--- src/rtl/time_bcd_counter_if.sv ---
// Button and display bundle for time_bcd_counter: push-button levels in,
// packed BCD time and status out.
interface time_bcd_counter_if;
   logic        start_stop;
   logic        clear;
   logic        inc_min;
   logic        inc_hour;
   logic        lap;
   logic [23:0] digits;
   logic        tick;
   logic        running;
   logic        lap_active;

   modport master (
      output start_stop, clear, inc_min, inc_hour, lap,
      input  digits, tick, running, lap_active
   );

   modport slave (
      input  start_stop, clear, inc_min, inc_hour, lap,
      output digits, tick, running, lap_active
   );
endinterface

--- src/rtl/time_bcd_counter.sv ---
// HH:MM:SS real-time counter in packed BCD with start/stop, clear and set buttons.
// Optional lap-hold display freeze is built when LAP_HOLD_EN is defined.
module time_bcd_counter #(
   parameter int unsigned TICK_DIV = 50_000_000
) (
   input logic               clk,
   input logic               reset,
   time_bcd_counter_if.slave bus
);

   localparam int unsigned      PRE_W    = $clog2(TICK_DIV);
   localparam logic [PRE_W-1:0] PRE_LAST = PRE_W'(TICK_DIV - 1);

   typedef enum logic {ST_STOP, ST_RUN} state_t;

   typedef struct packed {
      logic [7:0] hh;
      logic [7:0] mm;
      logic [7:0] ss;
   } bcd_time_t;

   state_t           state_q, state_d;
   logic [PRE_W-1:0] pre_q, pre_d;
   bcd_time_t        time_q, time_d;
   logic             tick_q, tick_d;
   logic [3:0]       btn, prev_q;
   logic             ss_ev, clr_ev, min_ev, hour_ev;

   function automatic logic [7:0] inc_mod60(input logic [7:0] v);
      if (v[3:0] != 4'd9)      return {v[7:4], v[3:0] + 4'd1};
      else if (v[7:4] != 4'd5) return {v[7:4] + 4'd1, 4'd0};
      else                     return 8'h00;
   endfunction

   function automatic logic [7:0] inc_mod24(input logic [7:0] v);
      if (v == 8'h23)          return 8'h00;
      else if (v[3:0] != 4'd9) return {v[7:4], v[3:0] + 4'd1};
      else                     return {v[7:4] + 4'd1, 4'd0};
   endfunction

   function automatic bcd_time_t add_second(input bcd_time_t t);
      bcd_time_t r;
      r    = t;
      r.ss = inc_mod60(t.ss);
      if (t.ss == 8'h59) begin
         r.mm = inc_mod60(t.mm);
         if (t.mm == 8'h59) r.hh = inc_mod24(t.hh);
      end
      return r;
   endfunction

   assign btn = {bus.start_stop, bus.clear, bus.inc_min, bus.inc_hour};
   assign {ss_ev, clr_ev, min_ev, hour_ev} = btn & ~prev_q;

   always_comb begin
      // NOTE: every output of this block gets a default first, so no path can infer a latch.
      state_d = state_q;
      pre_d   = pre_q;
      time_d  = time_q;
      tick_d  = 1'b0;

      if (ss_ev) state_d = (state_q == ST_RUN) ? ST_STOP : ST_RUN;

      // clear overrides counting and setting but leaves the state toggle above intact
      if (clr_ev) begin
         pre_d  = '0;
         time_d = '0;
      end else if (state_q == ST_RUN) begin
         if (pre_q == PRE_LAST) begin
            pre_d  = '0;
            time_d = add_second(time_q);
            tick_d = 1'b1;
         end else begin
            pre_d = pre_q + PRE_W'(1);
         end
      end else begin
         if (min_ev) begin
            time_d.mm = inc_mod60(time_q.mm);
            time_d.ss = 8'h00;
         end
         if (hour_ev) time_d.hh = inc_mod24(time_q.hh);
      end
   end

   always_ff @(posedge clk) begin
      // NOTE: sequential state uses non-blocking assignments so every flop samples pre-edge values.
      if (!reset) begin
         state_q <= ST_STOP;
         pre_q   <= '0;
         time_q  <= '0;
         tick_q  <= 1'b0;
         prev_q  <= '0;
      end else begin
         state_q <= state_d;
         pre_q   <= pre_d;
         time_q  <= time_d;
         tick_q  <= tick_d;
         prev_q  <= btn;
      end
   end

   assign bus.tick    = tick_q;
   assign bus.running = (state_q == ST_RUN);

`ifdef LAP_HOLD_EN
   logic        lap_prev_q, lap_ev, lap_q, lap_d;
   bcd_time_t   hold_q, hold_d;
   logic [23:0] digits_q;

   assign lap_ev = bus.lap & ~lap_prev_q;

   always_comb begin
      lap_d  = lap_q;
      hold_d = hold_q;
      if (clr_ev || (ss_ev && state_q == ST_RUN)) begin
         lap_d = 1'b0;
      end else if (lap_ev && state_q == ST_RUN) begin
         lap_d = ~lap_q;
         if (!lap_q) hold_d = time_q;
      end
   end

   always_ff @(posedge clk) begin
      if (!reset) begin
         lap_prev_q <= 1'b0;
         lap_q      <= 1'b0;
         hold_q     <= '0;
         digits_q   <= '0;
      end else begin
         lap_prev_q <= bus.lap;
         lap_q      <= lap_d;
         hold_q     <= hold_d;
         digits_q   <= lap_d ? hold_d : time_d;
      end
   end

   assign bus.digits     = digits_q;
   assign bus.lap_active = lap_q;
`else
   logic unused_lap;
   assign unused_lap     = bus.lap;
   assign bus.digits     = time_q;
   assign bus.lap_active = 1'b0;
`endif

endmodule
--- src/flat_wrapper.sv ---
// flat-port wrapper written by rule: the top's interface ports become plain ports
module time_bcd_counter_flat 
#(
   parameter int unsigned TICK_DIV = 50_000_000
)
  (clk, reset, bus_start_stop, bus_clear, bus_inc_min, bus_inc_hour, bus_lap, bus_digits, bus_tick, bus_running, bus_lap_active);
  time_bcd_counter_if bus_i ();
  input logic clk;
  input logic reset;
  input wire logic [$bits(bus_i.start_stop)-1:0] bus_start_stop;
  input wire logic [$bits(bus_i.clear)-1:0] bus_clear;
  input wire logic [$bits(bus_i.inc_min)-1:0] bus_inc_min;
  input wire logic [$bits(bus_i.inc_hour)-1:0] bus_inc_hour;
  input wire logic [$bits(bus_i.lap)-1:0] bus_lap;
  output wire logic [$bits(bus_i.digits)-1:0] bus_digits;
  output wire logic [$bits(bus_i.tick)-1:0] bus_tick;
  output wire logic [$bits(bus_i.running)-1:0] bus_running;
  output wire logic [$bits(bus_i.lap_active)-1:0] bus_lap_active;
  assign bus_i.start_stop = bus_start_stop;
  assign bus_i.clear = bus_clear;
  assign bus_i.inc_min = bus_inc_min;
  assign bus_i.inc_hour = bus_inc_hour;
  assign bus_i.lap = bus_lap;
  assign bus_digits = bus_i.digits;
  assign bus_tick = bus_i.tick;
  assign bus_running = bus_i.running;
  assign bus_lap_active = bus_i.lap_active;
  time_bcd_counter #(.TICK_DIV(TICK_DIV)) u_core (.clk(clk), .reset(reset), .bus(bus_i));
endmodule
--- config.mk ---
export PLATFORM = sky130hd
export DESIGN_NAME = time_bcd_counter_flat
export DESIGN_NICKNAME = d
export VERILOG_FILES = /design/src/rtl/time_bcd_counter_if.sv /design/src/rtl/time_bcd_counter.sv /design/src/flat_wrapper.sv
export SDC_FILE = /design/constraint.sdc
export NUM_CORES = 1
export LEC_CHECK = 0
export CORE_MARGIN = 2
export CORE_UTILIZATION = 28
export CTS_BUF_LIST = sky130_fd_sc_hd__clkbuf_8
export DETAILED_ROUTE_END_ITERATION = 7
export GPL_TIMING_DRIVEN = 0
export PLACE_DENSITY = 0.55
export SLEW_MARGIN = 0
export SYNTH_ARGS = -nofsm -noshare
export SYNTH_HDL_FRONTEND = slang
export SYNTH_SLANG_ARGS = --single-unit
--- constraint.sdc ---
create_clock -name clk -period 7.1 [get_ports clk]
set_input_delay 0.71 -clock clk [delete_from_list [all_inputs] [get_ports clk]]
set_output_delay 0.71 -clock clk [all_outputs]
set_load 0.01 [all_outputs]
==> results.md, run 1 <==
* Port-buffer cells at 31
* CTS tree: yes
* H-Tree Depth at 2
* Register area share after synthesis at between 30 and 40%
* Global-route wire length before repair at 11800 um
* Placed cell count at just under 500
* Detail Route met3 WL at around 210 um
* CP max-delay cell: nor4bb_1
* Hold Startpoint: u_core.bus.digits[12]
* Dpl hpwl at around 5000 um
* R2r setup slk at around 4300 ps
* Tot Pwr at 553 uW
* Tmin final at about 2800 ps
* Main synth FF type: dfxtp_1
* Clock sink count at 56
* Final hold vios at 0
* Cts bufs inserted at 5
* GR Util All Layers at between 10% and 20%
* CP Max Fanout at 8
* Fin util at 34.8%
* Startpoint Class: flip-flop
* Worst-path clk slew at roughly 100 ps
* Vias at 2413
* Max stage delay on crit path at between 800 and 900 ps
* Synth area leaders: dfxtp_1 39%, xor2_1 6.5%, nor2_1 5.1%, ha_1 4.0%, nand3_1 3.7%
* Synth Instances at 330
* DR DRC count at 0
* Hold path cells at 2
* Layout Nets at roughly 380
* Hold WS at 494 ps
* Vias in the first global route at roughly 2300
* WL met2 at about 3100 um
* M1 WL at about 3500 um
* Diodes inserted at 0
* Slew Limit Fails at 0
* Hold/Removal Path Class: reg -> reg
* Switch share at about a quarter
* Area Overhead vs Synth at 20.1%
* DR WL/cell at approximately 14 um
* RSZ-0062 raised after global routing: false
* Setup TNS at 0 ps
* Most instantiated library cell after synthesis: dfxtp_1
* Seq pwr share at between 50% and 60%
* Total detailed-routing wirelength at between 6000 and 7000 um
* Netlist cell types at 56
* Crit. End Element: flip-flop
* Die ar. at 11000 sq um
* First-pass DRT Iterations at 4
* Rel. slew slack at between 20% and 30%
* Net load switching power at about 140 uW
* Status: finished, final reports clean
* RR Endpoint: u_core.bus.digits[6]
* Max-capacitance violation count at 0
* Clock Power Share at 34.2%
* Part of the power in combinational logic at 7.7%
* I/O pins at 34
* Clock latency on the worst-skew pair at 310 ps
* Worst Reg-to-Reg Cells at 7
* Clock Skews at slightly below 10 ps
* Synthesized area per cell at ~8.6 sq um
* Net Count, Synth at around 350
* Worst Path Required at around 7300 ps
* Largest net degree at the start of global routing at 18
* Post-Syn Area at roughly 2800 sq um
* Uppermost layer routed: met4
* Clock root buffer: clkbuf_8
* CTS Buffer Depth at 2
* Worst setup margin at approximately 4300 ps
* Row cnt at 36
* Fmax at between 300 and 400 MHz
* Synthesized flop and latch total at between 50 and 60
* Antenna Nets Post-Route at 0
* Final Setup Violations at 0
* Pre-CTS setup slack at approximately 4300 ps
* Die W at 105 um
* Yosys warns at 0
* Chip height at roughly 100 um
* Hold Buf Count CTS at 0
* Final period util at 39.6%
* WS Path Type: reg -> reg
* Synth cell count leaders: 56 x dfxtp_1, 39 x nor2_1, 27 x nand2_1
* Setup Fix Bufs, Post-CTS at 0
* DR iter-0 viols at between 90 and 100
* Leak pwr at 1.16 nW
* Initial antenna violation count at 0
* Core ar. at 9820 sq um
* Via-to-Cell Ratio at around 4.8
* Synth top area share at 39.4%
* Worst path cell trace: ha_1 -> and3b_1 -> nor4bb_1 -> and2_0 -> clkbuf_1 -> o22ai_1 -> a32o_1
* Synth area leader: dfxtp_1
* GRT Residual Overflow at 0
* Hold worst-path end: u_core.bus.digits[12]
* Worst slew pin tran at approximately 1100 ps
* Pint at between 400 and 500 uW
* Layout Cells excl Fill at about 500
* Starting Density at between 20% and 30%
* Gp weighted congestion at 0.833
* CTS resizes at 0
* Worst VDD drop at approximately 0.083 mV
* Post-synth EDFFs at 0
* Post-synth ARST share at 0%
* Share of post-route cells with drive strength above 1 at 5.96%
* Critical Path AT at ~3000 ps
* RR Startpoint: u_core.bus.digits[0]
* PwrDens at 162 nW/um^2
* Fin area at between 3000 and 4000 sq um
* Post-DP Area at roughly 3300 sq um
[cells by family after synthesis]
family | Yosys count | synth area share, %
buffers and inverters | 25 | 3.48
other | 1 | 0.132
XOR/XNOR | 26 | 8.01
adder cells (fa/ha/maj) | 9 | 3.96
multiplexers | 6 | 2.11
AO/OA/AOI/OAI | 55 | 13.8
flip-flops | 56 | 39.4
AND/OR/NAND/NOR | 152 | 29.1
[worst max-delay path: cells and delay by family, from the launching register on]
kind | cells | cell delay [ps]
and+or+nand+nor | 3 | 1350
DFF | 1 | 440
AOI/OAI and AO/OA | 2 | 400
buffers and inverters | 1 | 330
adders and majority gates | 1 | 170
[state kept, by name, indices dropped and copies added (netlist names)]
name	count
u_core.bus.running	1
u_core.bus.tick	1
u_core.pre_q	26
u_core.bus.digits	24
u_core.prev_q	4
[how the worst max path moves through the flow]
stage	startpoint	endpoint	slack, ps	cells past startpoint
6_report	u_core.bus.digits[0]	u_core.bus.digits[6]	4290	7
5_1_grt	u_core.bus.digits[0]	u_core.bus.digits[15]	4020	6
4_1_cts	u_core.bus.digits[0]	u_core.bus.digits[6]	4300	7
3_5_place_dp	u_core.bus.digits[0]	u_core.bus.digits[6]	4330	7
3_3_place_gp	u_core.bus.digits[0]	u_core.bus.digits[6]	4330	7
2_1_floorplan	u_core.bus.digits[0]	u_core.bus.digits[15]	4850	6
[cell type report]
type                       count  area, sq um
tap                          133          166
multi-input combinational    249         1620
timing repair buffer          31          310
clock inverter                 2         13.8
sequential                    56         1120
clock buffer                   6         82.6
buffer                        13         53.8
inverter                      12         45.0
fill                        1064         6400
[cells in the final DEF (no fill, tap or decap), drive strengths merged, types with 4 or more instances in the layout]
| master | count |
|---|---|
| nand2 | 28 |
| nand4 | 13 |
| nor2 | 39 |
| and3 | 6 |
| mux2i | 6 |
| nor2b | 5 |
| xor2 | 21 |
| and2 | 8 |
| o21ai | 11 |
| a211oi | 4 |
| nand3 | 22 |
| ha | 9 |
| dfxtp | 56 |
| clkdlybuf4s50 | 31 |
| clkbuf | 17 |
| inv | 13 |
| nand2b | 4 |
| o22ai | 6 |
| a21oi | 9 |
| xnor2 | 5 |
[power by group through the flow]
| stage | combinational, mW | clock (mW) | sequential (mW) |
|---|---|---|---|
| 2_1_floorplan | 0.0254 | 0 | 0.329 |
| 3_5_place_dp | 0.0425 | 0 | 0.329 |
| 6_report | 0.0424 | 0.189 | 0.322 |
| 3_3_place_gp | 0.0422 | 0 | 0.329 |
| 5_1_grt | 0.0472 | 0.210 | 0.322 |
| 4_1_cts | 0.0428 | 0.196 | 0.322 |
[per-layer routing]
layer	track usage [%]	vias to the layer above
li1	-	1251
met1	17.8	1119
met2	20.1	39
met3	3.37	4
met4	3.33	0
met5	0	-
No activity file was read; power rests on OpenSTA's default activity.
==> run 2, diff against run 1 <==
- PLACE_DENSITY: 0.55 -> 0.56
- clock period: 7.1 -> 2.5 ns (I/O delays scaled with it)
==> run 2 against run 1 <==
Net effect:
- clock-buffer cell count unchanged
- global-route usage is 0.38 points lower
- maximum frequency is 18% higher
- first-iteration DRC count fell by 31%
- total power increased to 3.0 times the previous value
- design area up 3.5%
- core utilization grew 1.2 points
- wire length is 2.8% lower
- critical path type unchanged
- critical endpoint is now u_core.bus.digits[2]
==> results.md, run 2 (synthesized netlist as in run 1, its figures left out) <==
* Number of fill cells in the layout at 1071 (+0.66%)
* Final Setup Violations at 0 (unchanged)
* Most frequent cells in the layout: 56 x dfxtp_1, 39 x nor2_1, 31 x clkdlybuf4s50_1, 26 x nand2_1
* Placed cell count at 494 (unchanged)
* Final hold vios at 0 (unchanged)
* Hold WS at 488 ps (-5.99 ps)
* Worst slew pin tran at 845 ps (-273 ps)
* CP Max Fanout at 10 (+2)
* Setup TNS at 0 ps (unchanged)
* Hold/Removal Path Class: reg -> reg
* WS Path Type: reg -> reg
* Hold Buf Count CTS at 0 (unchanged)
* Slew Limit Fails at 0 (unchanged)
* Total detailed-routing wirelength at 6630 um (-2.8%)
* Antenna Nets Post-Route at 0 (unchanged)
* Pre-CTS setup slack at -257 ps (-4590 ps)
* Worst-path clk slew at 110 ps (about the same)
* Die ar. at 11000 sq um (unchanged)
* Share of post-route cells with drive strength above 1 at 8.87% (+2.9 points)
* Starting Density at 29.0% (unchanged)
* Pint at 1.28 mW (+210%)
* Port-buffer cells at 31 (unchanged)
* Rel. slew slack at 43.3% (+18 points)
* Fin area at 3540 sq um (+3.5%)
* Post-DP Area at 3320 sq um (unchanged)
* Final period util at 95.6% (+56 points)
* Area Overhead vs Synth at 24.4%
* RSZ-0062 raised after global routing: true
* PwrDens at 471 nW/um^2 (+190%)
* Max reg flops at 26 (unchanged)
* Seq pwr share at 54.9% (-3.2 points)
* Diodes inserted at 0 (unchanged)
* Row cnt at 36 (unchanged)
* Status: finished, final reports clean
* Register Area at 1120 sq um (unchanged)
* Worst Setup SP: u_core.pre_q[7]
* Vias in the first global route at 2393 (+2.7%)
* Hold Startpoint: u_core.bus.digits[8]
* Worst setup margin at 110 ps (-4180 ps)
* Gp weighted congestion at 0.807 (-3.2%)
* Dpl hpwl at 4810 um (-2.1%)
* DR WL/cell at 13.1 um (-3.4%)
* Reg with most FFs: u_core.pre_q
* I/O pins at 34 (unchanged)
* Area occupied by multi-input gates at 1690 sq um (+4.2%)
* First-pass DRT Iterations at 4 (unchanged)
* Worst Reg-to-Reg Cells at 7 (unchanged)
* Critical Path AT at 2620 ps (-410 ps)
* RR Startpoint: u_core.pre_q[7]
* Layout Cells excl Fill at 505 (+0.60%)
* Global-route wire length before repair at 11600 um (-1.9%)
* Tmin final at 2390 ps (-421 ps)
* Initial antenna violation count at 0 (unchanged)
* Cts bufs inserted at 5 (unchanged)
* Clock Power Share at 37.7% (+3.5 points)
* Clock sink count at 56 (unchanged)
* Max-capacitance violation count at 0 (unchanged)
* DR iter-0 viols at 66 (-31%)
* CTS Buffer Depth at 2 (unchanged)
* GR Util All Layers at 12.6% (-0.38 points)
* Via-to-Cell Ratio at 4.93 (+2.6%)
* Critical path capture point: u_core.bus.digits[2]
* Vias at 2490 (+3.2%)
* Clock root buffer: clkbuf_8
* Chip height at 105 um (unchanged)
* Net load switching power at 389 uW (+180%)
* Die W at 105 um (unchanged)
* RR Endpoint: u_core.bus.digits[2]
* Part of the power in combinational logic at 7.4% (-0.3 points)
* Fmax at 418 MHz (+18%)
* Startpoint Class: flip-flop
* Most common cell after layout, fill and taps aside: dfxtp_1
* Worst VDD drop at 0.323 mV (+290%)
* Core ar. at 9820 sq um (unchanged)
* Clock latency on the worst-skew pair at 310 ps (about the same)
* Switch share at 23.3% (-1.9 points)
* Crit. End Element: flip-flop
* CTS tree: yes
* Leak pwr at 1.24 nW (+6.7%)
* R2r setup slk at 110 ps (-4180 ps)
* DR DRC count at 0 (unchanged)
* H-Tree Depth at 2 (unchanged)
* Layout Nets at 387 (+0.78%)
* Clock Skews at 13.2 ps (+3.22 ps)
* Largest net degree at the start of global routing at 18 (unchanged)
* Worst Path Required at 2730 ps (-4580 ps)
* GRT Residual Overflow at 0 (unchanged)
==> run 2: cell count changes in the layout (fill, tap and decap cells not counted), moves of 2 or more <==
cell | before | now
a2111oi_2 | 2 | 0
a2111oi_4 | 0 | 2
buf_4 | 1 | 4
clkbuf_1 | 11 | 7
clkbuf_2 | 0 | 3
nor4_1 | 2 | 0
==> run 2: area by class of cell <==
cell class	instances	share of cell area (%)
Buffer	13	1.63
Sequential cell	56	31.7
Multi-Input combinational cell	249	47.9
Clock buffer	6	2.33
Clock inverter	2	1.10
Inverter	12	1.27
Timing Repair Buffer	34	9.41
Tap cell	133	4.70
==> run 2: worst min-delay path by stage <==
| stage | depth (start not counted) | slack (ps) | to |
|---|---|---|---|
| floorplan | 1 | 370 | u_core.bus.running |
| global placement | 2 | 470 | u_core.bus.digits[12] |
| detailed placement | 2 | 470 | u_core.bus.digits[8] |
| CTS | 2 | 490 | u_core.bus.digits[8] |
| global route | 2 | 530 | u_core.bus.digits[8] |
| finish | 2 | 490 | u_core.bus.digits[8] |
==> run 2: power by group through the flow <==
stage / Combinational [mW] / Clock, mW / Sequential (mW)
after global placement: 0.120 / 0 / 0.934
after detailed placement: 0.120 / 0 / 0.934
after global routing: 0.136 / 0.692 / 0.916
after CTS: 0.121 / 0.656 / 0.913
after floorplan: 0.0720 / 0 / 0.933
final: 0.123 / 0.628 / 0.914
==> run 2: routing by layer <==
metal / GRT usage, % / wire, um
met1: 17.0 / 3250
met2: 20.2 / 3080
met3: 3.31 / 279
met4: 2.38 / 24
met5: 0 / 0
==> run 2: timing repair <==
item                                   4_1_cts  5_1_grt
endpoints found under the hold margin        0        0
resized for setup                            4       12
setup endpoints to repair                   39       22
buffers inserted                             2        1
gates cloned                                 0        0
pin swaps                                    1        2
==> run 2: through the flow <==
step,util [%],power [mW]
6_report,36.0,1.67
2_1_floorplan,-,1.01
3_5_place_dp,33.8,1.05
3_3_place_gp,33.8,1.05
4_1_cts,35.4,1.69
5_1_grt,36.0,1.74
==> run 2: worst max-delay path, cell delays in order (launching register included) <==
cell and delay [ps]:
dfxtp_1 300, buf_2 160, or4b_4 560, nor4_4 330
buf_4 170, nand3_4 130, or4_1 440, a211oi_1 220
==> run 3, diff against run 2 <==
- CORE_UTILIZATION: 28 -> 52
- PLACE_DENSITY: 0.56 -> 0.87
==> run 3 against run 2 <==
Net effect:
- wire length decreased by 1.0%
- via count increased by 2.7%
- total power decreased by 2.4%
- global-route usage increased by 9.7 points
- non-clock buffer count decreased by 1
- core utilization increased by 30 points
- sequential power about the same
- worst hold slack improved by 10 ps
- critical path type unchanged
- highest routed layer unchanged
==> results.md, run 3 (synthesized netlist as in run 1, its figures left out) <==
* Status: finished, final reports clean
* Hold Buf Count CTS at 0 (unchanged)
* Clock Skews at 8.31 ps (-4.85 ps)
* Die W at 78.0 um (-26%)
* CTS tree: yes
* Area occupied by multi-input gates at 1670 sq um (-1.4%)
* RSZ-0062 raised after global routing: true
* Via-to-Cell Ratio at 5.80 (+18%)
* CTS Buffer Depth at 2 (unchanged)
* Uppermost layer routed: met4
* Worst VDD drop at 0.247 mV (-24%)
* Detail Route met3 WL at 290 um (+3.9%)
* Register Area at 1120 sq um (unchanged)
* H-Tree Depth at 2 (unchanged)
* Worst slew pin tran at 1090 ps (+249 ps)
* DR iter-0 viols at 113 (+71%)
* Clock root buffer: clkbuf_8
* Fmax at 418 MHz (-0.19%)
* Critical Path AT at 2640 ps (+20 ps)
* Max reg flops at 26 (unchanged)
* I/O pins at 34 (unchanged)
* Initial antenna violation count at 0 (unchanged)
* Fin util at 65.6% (+30 points)
* WS Path Type: reg -> reg
* Placed cell count at 431 (-13%)
* Vias in the first global route at 2471 (+3.3%)
* Setup TNS at 0 ps (unchanged)
* Vias at 2558 (+2.7%)
* First-pass DRT Iterations at 4 (unchanged)
* Tot Pwr at 1.63 mW (-2.4%)
* Most common cell after layout, fill and taps aside: dfxtp_1
* Dpl hpwl at 4600 um (-4.4%)
* Cts bufs inserted at 5 (unchanged)
* Final hold vios at 0 (unchanged)
* PwrDens at 476 nW/um^2 (+1.1%)
* DR DRC count at 0 (unchanged)
* GRT Residual Overflow at 0 (unchanged)
* Final period util at 95.8% (+0.19 points)
* Crit. End Element: flip-flop
* M1 WL at 2920 um (-10%)
* Startpoint Class: flip-flop
* Die ar. at 6080 sq um (-45%)
* WL met2 at 3250 um (+5.5%)
* Row cnt at 26 (-28%)
* Diodes inserted at 0 (unchanged)
* Clock latency on the worst-skew pair at 310 ps (about the same)
* Area Overhead vs Synth at 20.1%
* Core ar. at 5200 sq um (-47%)
* Tmin final at 2390 ps (+4.64 ps)
* Largest net degree at the start of global routing at 17 (-1)
* Share of post-route cells with drive strength above 1 at 8.09% (-0.78 points)
* Clock sink count at 56 (unchanged)
* Gp weighted congestion at 0.841 (+4.3%)
* Max-capacitance violation count at 0 (unchanged)
* Hold WS at 498 ps (+10.1 ps)
* Layout Nets at 386 (-0.26%)
* Antenna Nets Post-Route at 0 (unchanged)
* Rel. slew slack at 26.4% (-17 points)
* Number of fill cells in the layout at 432 (-60%)
* Worst-path clk slew at 100 ps (about the same)
* CP Max Fanout at 10 (unchanged)
* Most frequent cells in the layout: 56 x dfxtp_1, 39 x nor2_1, 31 x clkdlybuf4s50_1, 27 x nand2_1, 21 x xor2_1
* Chip height at 78.0 um (-26%)
* Worst Path Required at 2740 ps (about the same)
* DR WL/cell at 14.9 um (+13%)
* Starting Density at 54.6% (+26 points)
* Final Setup Violations at 0 (unchanged)
* Global-route wire length before repair at 11100 um (-4.2%)
* Slew Limit Fails at 0 (unchanged)
* GR Util All Layers at 22.3% (+9.7 points)
* Total detailed-routing wirelength at 6560 um (-1.0%)
* Leak pwr at 1.21 nW (-2.0%)
* Reg with most FFs: u_core.pre_q
* Port-buffer cells at 31 (unchanged)
* Layout Cells excl Fill at 441 (-13%)
* Hold/Removal Path Class: reg -> reg
[run 3: layout make-up]
cell class	count	area share (%)
Tap cell	70	2.56
Sequential cell	56	32.8
Inverter	12	1.32
Timing Repair Buffer	33	9.63
Clock buffer	5	2.01
Clock inverter	3	1.14
Multi-Input combinational cell	249	48.8
Buffer	13	1.68
[run 3: per-layer routing]
| layer | GRT usage [%] | up-vias |
|---|---|---|
| met5 | 0 | - |
| met4 | 8.60 | 0 |
| met3 | 3.60 | 10 |
| met2 | 38.2 | 73 |
| met1 | 27.9 | 1219 |
| li1 | - | 1256 |
[run 3: worst max-delay path: stages (launching register included)]
cell	delay, ps
dfxtp_1	300
buf_2	170
or4b_4	570
nor4_4	300
buf_6	170
nand3_4	140
or4_1	460
a211oi_2	210
[run 3: what timing repair did]
| item | in CTS | in global routing |
|---|---|---|
| endpoints found under the setup margin | 36 | 22 |
| pin swaps | 1 | 1 |
| buffers inserted | 2 | 0 |
| resized for setup | 3 | 11 |
| endpoints found under the hold margin | 0 | 0 |
[run 3: power breakdown]
group / switching [mW] / internal [mW] / total [mW]
combinational: 0.0741 / 0.0457 / 0.120
clock: 0.298 / 0.294 / 0.592
sequential: 0.0119 / 0.902 / 0.914
total: 0.384 / 1.24 / 1.63
[run 3: path summary, 6_finish.rpt]
path,from,to,slack [ps],cells past startpoint
max,u_core.pre_q[7],u_core.bus.digits[2],110,7
min,u_core.bus.digits[23],u_core.bus.digits[23],500,2
max reg2reg,u_core.pre_q[7],u_core.bus.digits[2],110,7
min reg2reg,u_core.bus.digits[23],u_core.bus.digits[23],500,2
[run 3: per-stage QoR]
stage	worst slack, ps	cell area [sq um]
floorplan	249	2840
global placement	-134	3240
detailed placement	-249	3240
CTS	13.6	3380
global route	-27.7	3420
finish	106	3420
